===== src/rtl/ctrl_pipe_pkg.sv =====
// Shared definitions for the control-word pipeline: field layout, NOP word and
// the per-stage next-state selector.
package ctrl_pipe_pkg;

  localparam int unsigned CTRL_W = 10;

  // Field offsets inside one stage control word
  localparam int unsigned WB_SELECT_LSB      = 0;
  localparam int unsigned WB_SELECT_W        = 2;
  localparam int unsigned LOAD_TYPE_LSB      = 2;
  localparam int unsigned LOAD_TYPE_W        = 3;
  localparam int unsigned REG_WRITE_EN_BIT   = 5;
  localparam int unsigned CACHE_WRITE_EN_BIT = 6;
  localparam int unsigned CACHE_READ_EN_BIT  = 7;
  localparam int unsigned SPARE_LSB          = 8;
  localparam int unsigned SPARE_W            = 2;

  typedef struct packed {
    logic [SPARE_W-1:0]     spare;
    logic                   cache_read_en;
    logic                   cache_write_en;
    logic                   reg_write_en;
    logic [LOAD_TYPE_W-1:0] load_type;
    logic [WB_SELECT_W-1:0] wb_select;
  } ctrl_word_t;

  // NOP leaves every enable low and selects nothing
  localparam ctrl_word_t            CTRL_NOP = '0;
  localparam logic [CTRL_W-1:0]     NOP_WORD = CTRL_NOP;

  typedef enum logic [1:0] {
    SEL_HOLD   = 2'd0,
    SEL_FLUSH  = 2'd1,
    SEL_BUBBLE = 2'd2,
    SEL_LOAD   = 2'd3
  } stage_sel_e;

  // Priority: own hold, then flush, then upstream hold (bubble), then load
  function automatic stage_sel_e stage_sel(input logic hold,
                                           input logic flush,
                                           input logic up_hold);
    stage_sel_e sel;
    if (hold)         sel = SEL_HOLD;
    else if (flush)   sel = SEL_FLUSH;
    else if (up_hold) sel = SEL_BUBBLE;
    else              sel = SEL_LOAD;
    return sel;
  endfunction

endpackage : ctrl_pipe_pkg


===== src/rtl/ctrl_pipe_stage.sv =====
// One pipeline stage: word + valid register with hold/flush/bubble/load select.
module ctrl_pipe_stage
  import ctrl_pipe_pkg::*;
#(
  parameter int unsigned      WIDTH     = CTRL_W,
  parameter logic [WIDTH-1:0] NOP_VALUE = WIDTH'(NOP_WORD)
) (
  input  logic             clk,
  input  logic             rst,
  input  logic             hold,
  input  logic             flush,
  input  logic             up_hold,
  input  logic [WIDTH-1:0] up_word,
  input  logic             up_valid,
  output logic [WIDTH-1:0] word,
  output logic             valid,
  output logic             flush_hit_c,
  output logic             bubble_hit_c
);

  stage_sel_e       sel;
  logic [WIDTH-1:0] word_d;
  logic             valid_d;

  always_comb begin
    sel          = stage_sel(hold, flush, up_hold);
    word_d       = word;
    valid_d      = valid;
    flush_hit_c  = 1'b0;
    bubble_hit_c = 1'b0;
    unique case (sel)
      SEL_HOLD: begin
        word_d  = word;
        valid_d = valid;
      end
      SEL_FLUSH: begin
        word_d      = NOP_VALUE;
        valid_d     = 1'b0;
        flush_hit_c = 1'b1;
      end
      SEL_BUBBLE: begin
        word_d       = NOP_VALUE;
        valid_d      = 1'b0;
        bubble_hit_c = 1'b1;
      end
      SEL_LOAD: begin
        word_d  = up_word;
        valid_d = up_valid;
      end
      default: begin
        word_d  = word;
        valid_d = valid;
      end
    endcase
  end

  always_ff @(posedge clk or posedge rst) begin
    if (rst) begin
      word  <= NOP_VALUE;
      valid <= 1'b0;
    end else begin
      word  <= word_d;
      valid <= valid_d;
    end
  end

endmodule : ctrl_pipe_stage


===== src/rtl/ctrl_pipe.sv =====
// Cascaded control-word pipeline with backward stall propagation, per-stage
// flush and saturating bubble/flush event counters.
module ctrl_pipe
  import ctrl_pipe_pkg::*;
#(
  parameter int unsigned      WIDTH     = CTRL_W,
  parameter int unsigned      DEPTH     = 3,
  parameter logic [WIDTH-1:0] NOP_VALUE = WIDTH'(NOP_WORD),
  parameter int unsigned      CNT_W     = 16
) (
  input  logic                   clk,
  input  logic                   rst,
  input  logic [WIDTH-1:0]       ctrl_in,
  input  logic                   valid_in,
  output logic                   ready_in,
  input  logic [DEPTH-1:0]       bubble_vec,
  input  logic [DEPTH-1:0]       flush_vec,
  input  logic                   cnt_clear,
  output logic [DEPTH*WIDTH-1:0] ctrl_out,
  output logic [DEPTH-1:0]       valid_out,
  output logic [CNT_W-1:0]       bubble_cnt,
  output logic [CNT_W-1:0]       flush_cnt
);

  localparam logic [CNT_W-1:0] CNT_MAX = '1;

  logic [DEPTH-1:0] hold;
  logic [DEPTH-1:0] flush_hit;
  logic [DEPTH-1:0] bubble_hit;
  logic [WIDTH-1:0] stage_word [DEPTH];

  // A stall at stage i freezes every stage upstream of it in the same cycle
  always_comb begin
    logic acc;
    acc  = 1'b0;
    hold = '0;
    for (int i = int'(DEPTH) - 1; i >= 0; i--) begin
      acc     = acc | bubble_vec[i];
      hold[i] = acc;
    end
  end

  assign ready_in = ~hold[0];

  for (genvar i = 0; i < DEPTH; i++) begin : g_stage
    logic             up_hold;
    logic             up_valid;
    logic [WIDTH-1:0] up_word;

    if (i == 0) begin : g_head
      assign up_hold  = 1'b0;
      assign up_word  = ctrl_in;
      assign up_valid = valid_in;
    end else begin : g_body
      assign up_hold  = hold[i-1];
      assign up_word  = stage_word[i-1];
      assign up_valid = valid_out[i-1];
    end

    ctrl_pipe_stage #(
      .WIDTH     (WIDTH),
      .NOP_VALUE (NOP_VALUE)
    ) u_stage (
      .clk          (clk),
      .rst          (rst),
      .hold         (hold[i]),
      .flush        (flush_vec[i]),
      .up_hold      (up_hold),
      .up_word      (up_word),
      .up_valid     (up_valid),
      .word         (stage_word[i]),
      .valid        (valid_out[i]),
      .flush_hit_c  (flush_hit[i]),
      .bubble_hit_c (bubble_hit[i])
    );
  end

  always_comb begin
    ctrl_out = '0;
    for (int i = 0; i < int'(DEPTH); i++) begin
      ctrl_out[i*WIDTH +: WIDTH] = stage_word[i];
    end
  end

  // Event counters count cycles, not stages; clear beats increment
  always_ff @(posedge clk or posedge rst) begin
    if (rst) begin
      bubble_cnt <= '0;
      flush_cnt  <= '0;
    end else if (cnt_clear) begin
      bubble_cnt <= '0;
      flush_cnt  <= '0;
    end else begin
      if ((|bubble_hit) && (bubble_cnt != CNT_MAX)) begin
        bubble_cnt <= bubble_cnt + CNT_W'(1);
      end
      if ((|flush_hit) && (flush_cnt != CNT_MAX)) begin
        flush_cnt <= flush_cnt + CNT_W'(1);
      end
    end
  end

endmodule : ctrl_pipe


===== config.mk =====
export PLATFORM = sky130hd
export DESIGN_NAME = ctrl_pipe
export DESIGN_NICKNAME = d
export VERILOG_FILES = /design/src/rtl/ctrl_pipe_pkg.sv /design/src/rtl/ctrl_pipe_stage.sv /design/src/rtl/ctrl_pipe.sv
export SDC_FILE = /design/constraint.sdc
export NUM_CORES = 1
export LEC_CHECK = 0
export BUFFER_PORTS_ARGS = -buffer_cell sky130_fd_sc_hd__buf_4
export CORE_AREA = 3 3 97 99
export CTS_CLUSTER_SIZE = 16
export DETAILED_ROUTE_END_ITERATION = 8
export DIE_AREA = 0 0 100 102
export SLEW_MARGIN = 0
export SYNTH_ARGS = -nofsm -noshare
export SYNTH_HDL_FRONTEND = slang
export SYNTH_SLANG_ARGS = --single-unit

===== constraint.sdc =====
create_clock -name clk -period 1.9 [get_ports clk]
set_input_delay 0.095 -clock clk [delete_from_list [all_inputs] [get_ports clk]]
set_output_delay 0.095 -clock clk [all_outputs]
set_load 0.05 [all_outputs]

# After elaboration in Yosys (flattened, before gate mapping)

Index checks and enable logic that the tools add are counted.
W data, S select, Z words.

Eq/ne operators: 11
Muxes and demuxes: 24
Add/sub/neg operators: 2
Bitwise operators: 3
Reduce and logical (&&, ||, !) cells: 12

Operators with widths:

| cell                    | count |
|---|---|
| $mux W16                | 4 |
| $pmux W10 S2            | 3 |
| $add A16 B1 Y16 const B | 2 |
| $ne A16 B16 Y1 const B  | 2 |
| $eq A2 B2 Y1 const B    | 6 |
| $mux W2                 | 6 |
| $mux W1                 | 8 |
| $eq A2 B1 Y1 const B    | 3 |
| $logic_not A2 Y1        | 3 |
| $pmux W1 S2             | 3 |
| $reduce_or A2 Y1        | 3 |
| $reduce_or A3 Y1        | 2 |
| $reduce_bool A2 Y1      | 2 |
| $logic_and A1 B1 Y1     | 2 |
| $or A1 B1 Y1            | 2 |
| $not A1 Y1              | 1 |

Bits of input ports: 20
Register bits: 65

# Depth between registers and ports, before layout

Depth after elaboration: 11
Depth in mapped cells: 7

# Cells and area by module

Synthesis repeated with hierarchy kept, for this count alone.

Cells, all modules: 327
Area, all modules: 3473.3 µm²

By module, submodules not included:

| module          | instances | area each (µm²) | cells each | sequential area each (µm²) |
|---|---|---|---|---|
| ctrl_pipe       | 1         | 1919.3          | 207        | 800.8 |
| ctrl_pipe_stage | 3         | 518.0           | 40         | 275.3 |

# Worst setup path after synthesis

Ideal clock, no wire load.

Kind: register to register
Start point: reg bubble_cnt[0]
End point: reg bubble_cnt[3]
Setup slack: -85 ps
Period minus slack after synthesis: 1985 ps
Stages on the path, launching flop included: 7
Data required time: 1834 ps
Library setup time: 66 ps
Arrival: 1919 ps
Cell sequence: dfrtp_1 > ha_1 > and3_2 > nand3_1 > o21ai_4 > or4_1 > nand2_1

Word-level cells in the longest chain between the ends: 3
Elaborated cells between the ends (all ways): 6

RTL lines:

| element                                                  | line                             | RTL |
|---|---|---|
| start, declared                                          | ctrl_pipe.sv:21                  | `output logic [CNT_W-1:0] bubble_cnt,` |
| start signal, assigned                                   | ctrl_pipe.sv:95                  | `bubble_cnt <= bubble_cnt + CNT_W'(1);` |
| $add A16 B1 Y16 / $ne A16 B16 Y1 (equally long branches) | ctrl_pipe.sv:95, ctrl_pipe.sv:94 |  |
| $mux W16 / $logic_and A1 B1 Y1 (equally long branches)   | ctrl_pipe.sv:94                  | `if ((\|bubble_hit) && (bubble_cnt != CNT_MAX)) begin` |
| $mux W16 / $reduce_bool A2 Y1 (equally long branches)    | -                                |  |

Parallel ways exist; a longest one is shown, timed or not. The select of a mux whose other input is x is not followed.
A chain may end at the register's enable or synchronous reset.

# Worst setup path after layout

Same ends and word-level chain as after synthesis.

==> impl_results.md <==
* Status: complete, no violations
* Root Driver: clkbuf_8
* Synth warn at 0
* Initial Util at 36.32%
* Net Sw Power at 920.1 uW
* Clock network power share at 39.7%
* Final cell area excluding filler cells at 4164 um2
* Critical-path cell list: ha_1 > and3_2 > nand3_1 > o21ai_4 > or4_1 > nand2_1
* Met1 Use GR at 21.32%
* Post-DP Area at 3916 um2
* Startpoint type of the worst setup path: flop
* Arrival @ worst endpoint at 2.01 ns
* Port bufs at 85
* Clock Pin Slew Worst Setup and Hold Paths at 0.08 ns
* Unique masters post-synth at 54
* Mapped Avg Cell Area at 10.78 um2
* Total die area at 10200 um2
* DRT antenna net count at 0
* Vias in the first global route at 2394
* RePlAce Congestion at 0.7855
* Post-route clock period utilization at 91.15%
* HP Class: primary input to flop
* Clk buf depth at 2
* Post-CTS Setup Bufs at 0
* Final #Nets at 407
* Synth Register Bits at 65
* Layout area overhead at 32.75%
* Syn nets at 313
* Fin. max-slew vios at 0
* Commonest non-fill, non-tap cell in the layout: buf_4
* Cells on worst reg2reg path at 6
* Pleak at 1.951 nW
* Final HPWL DP at 5.244 mm
* CP required at 2.18 ns
* # IOs at 86
* Setup Skew at 0.009123 ns
* Maximum VDD drop at 0.2856 mV
* P_int at 2.358 mW
* Logic pwr share at 14.9%
* Detailed-route via count at 2477
* GRT Total Usage at 15.47%
* Layout cells sized above 1 at 34.70%
* Max frequency at 577.4 MHz
* Setup violations, final at 0
* Final hold vios at 0
* Switching share of power at 28.07%
* Drt total wl at 7.415 mm
* Clk sink count at 65
* Post-route setup TNS at 0 ns
* CTS tree: built
* WS Path Type: flop to flop
* Post-Syn Instances at 291
* DRC Markers at 0
* Sequential Power Share at 45.4%
* Slowest CP cell: or4_1
* Pwr Density at 787.2 nW/um2
* DR iter-0 viols at 118
* Minimum clock period at 1.732 ns
* Max Cap Violations at 0
* First-pass GRT wire length at 12.46 mm
* Total grt overflow at 0
* DR pass1 iterations at 4
* CTS H-tree lvls at 3
* Vias/cell at 4.984
* Pin count of the biggest net entering global routing at 66
* Drt wl/cell at 14.92 um
* Tightest Pin Transition at 0.3752 ns
* Final-layout fill cell count at 842
* Most frequent cells in the layout: buf_4 (95), dfrtp_1 (63), nor2_1 (30)
* Synthesized area at 3137 um2
* Post-synthesis sequential area ratio at 51.85%
* Initial antenna violation count at 0
* Die W at 100 um
* Crit. End Element: flop
* Met3 Usage GRT at 3.072%
* Height of the chip at 102 um
* Worst-path maximum fanout at 6
* Antenna Cells at 0
* CTS resizes at 0
* GR Util met2 at 23.60%
* Rows at 34
* TritonCTS Buffers at 9
* Worst-Skew Late Latency at 0.34 ns
* Worst Hold Path Cells at 3
* Most Crowded Layer GR: met2
* Unrepaired setup endpoints after global routing: false
* Slew headroom at 74.99%
* Core area at 8636 um2
* Max incr delay on CP at 0.46 ns
## what timing repair did
action / in CTS / in global routing
setup endpoints to repair: 0 / 0
endpoints found under the hold margin: 67 / 0
hold buffers: 3 / 0
## critical path: cells and delay by family, from the launching register on
kind / cells / cell delay, ns
AND/OR/NAND/NOR: 4 / 0.91
adder cells (fa/ha/maj): 1 / 0.23
AO/OA/AOI/OAI: 1 / 0.09
flip-flops: 1 / 0.44
## power by group through the flow
stage,clock [mW],combinational [mW],sequential [mW]
floorplan,0,0.155,1.67
global placement,0,0.486,1.52
detailed placement,0,0.490,1.52
CTS,1.35,0.496,1.49
global route,1.41,0.522,1.50
finish,1.30,0.487,1.49
## synthesized netlist by cell type, drive strengths merged
| master | count | area (um2) |
|---|---|---|
| a21oi | 4 | 20.02 |
| a22o | 22 | 192.7 |
| a31oi | 1 | 6.260 |
| and2 | 1 | 6.260 |
| and2b | 2 | 16.27 |
| and3 | 2 | 13.77 |
| and4 | 6 | 57.55 |
| and4bb | 1 | 12.51 |
| buf | 8 | 53.80 |
| clkbuf | 7 | 26.28 |
| clkdlybuf4s50 | 1 | 11.26 |
| dfrtp | 65 | 1627 |
| ha | 2 | 25.02 |
| inv | 5 | 18.77 |
| mux2 | 1 | 15.01 |
| mux2i | 1 | 10.01 |
| nand2 | 22 | 82.58 |
| nand2b | 11 | 68.82 |
| nand3 | 12 | 60.06 |
| nand4 | 5 | 37.53 |
| nand4b | 1 | 8.760 |
| nor2 | 30 | 112.6 |
| nor2b | 4 | 25.02 |
| nor3 | 7 | 40.04 |
| nor3b | 2 | 31.28 |
| nor4 | 5 | 37.53 |
| nor4b | 2 | 30.03 |
| o2111ai | 2 | 35.04 |
| o211ai | 4 | 35.03 |
| o21a | 1 | 15.01 |
| o21ai | 19 | 106.4 |
| o311a | 1 | 11.26 |
| o311ai | 1 | 16.27 |
| o31ai | 1 | 7.510 |
| or2 | 2 | 15.02 |
| or2b | 1 | 8.760 |
| or3 | 4 | 25.02 |
| or4 | 3 | 22.52 |
| xnor2 | 14 | 122.6 |
| xor2 | 8 | 70.07 |
## layout make-up
class / instances / area [um2] / area share [%]
Clock buffer: 10 / 137.6 / 3.305
Clock inverter: 5 / 80.08 / 1.923
Inverter: 5 / 18.77 / 0.4507
Multi-Input combinational cell: 205 / 1400 / 33.62
Sequential cell: 65 / 1629 / 39.12
Tap cell: 108 / 135.1 / 3.245
Timing Repair Buffer: 99 / 763.2 / 18.33
## layer usage
metal | part of all wire, % | vias up | wire, um
li1 | - | 1223 | -
met1 | 47 | 1192 | 3514
met2 | 46 | 50 | 3418
met3 | 4.6 | 12 | 342
met4 | 1.9 | 0 | 140
met5 | 0 | - | 0
## stage by stage
| stage | setup WS [ns] | cells | utilization (%) | hold slack, ns | power, mW |
|---|---|---|---|---|---|
| finish | 0.1681 | 497 | 48.22 | 0.01589 | 3.278 |
| floorplan | 0.003495 | 291 | - | 0.2410 | 1.829 |
| global route | 0.03704 | 497 | 48.22 | 0.02385 | 3.428 |
| global placement | 0.1967 | 479 | 45.35 | 0.2020 | 2.003 |
| detailed placement | 0.1809 | 479 | 45.35 | 0.2054 | 2.008 |
| CTS | 0.1645 | 497 | 48.22 | 0.003529 | 3.332 |
## flip-flops by register name, indices dropped and copies added, names as in the netlist
signal / count
g_stage.u_stage.valid: 3
bubble_cnt: 16
g_stage.u_stage.word: 30
flush_cnt: 16
## final timing paths
kind / startpoint / to / slack (ns)
max: bubble_cnt[0] / bubble_cnt[3] / 0.17
min: ctrl_in[0] / g_stage[0].u_stage.word[0] / 0.02
max reg2reg: bubble_cnt[0] / bubble_cnt[3] / 0.17
min reg2reg: g_stage[2].u_stage.word[0] / g_stage[2].u_stage.word[0] / 0.51
max in group asynchronous: rst / bubble_cnt[1] / 1.22
min in group asynchronous: rst / g_stage[2].u_stage.word[5] / 0.38
## cells by family (layout without fill, tap and decap cells)
kind of cell / after synthesis / after routing / share of synthesized area, %
xor+xnor: 22 / 22 / 6.143
mux: 2 / 2 / 0.7976
flops: 65 / 65 / 51.85
compound gates: 56 / 56 / 14.20
simple gates: 123 / 123 / 22.70
fa+ha+maj: 2 / 2 / 0.7976
buf+inv: 21 / 119 / 3.510
(Power assumes the default switching activity.)
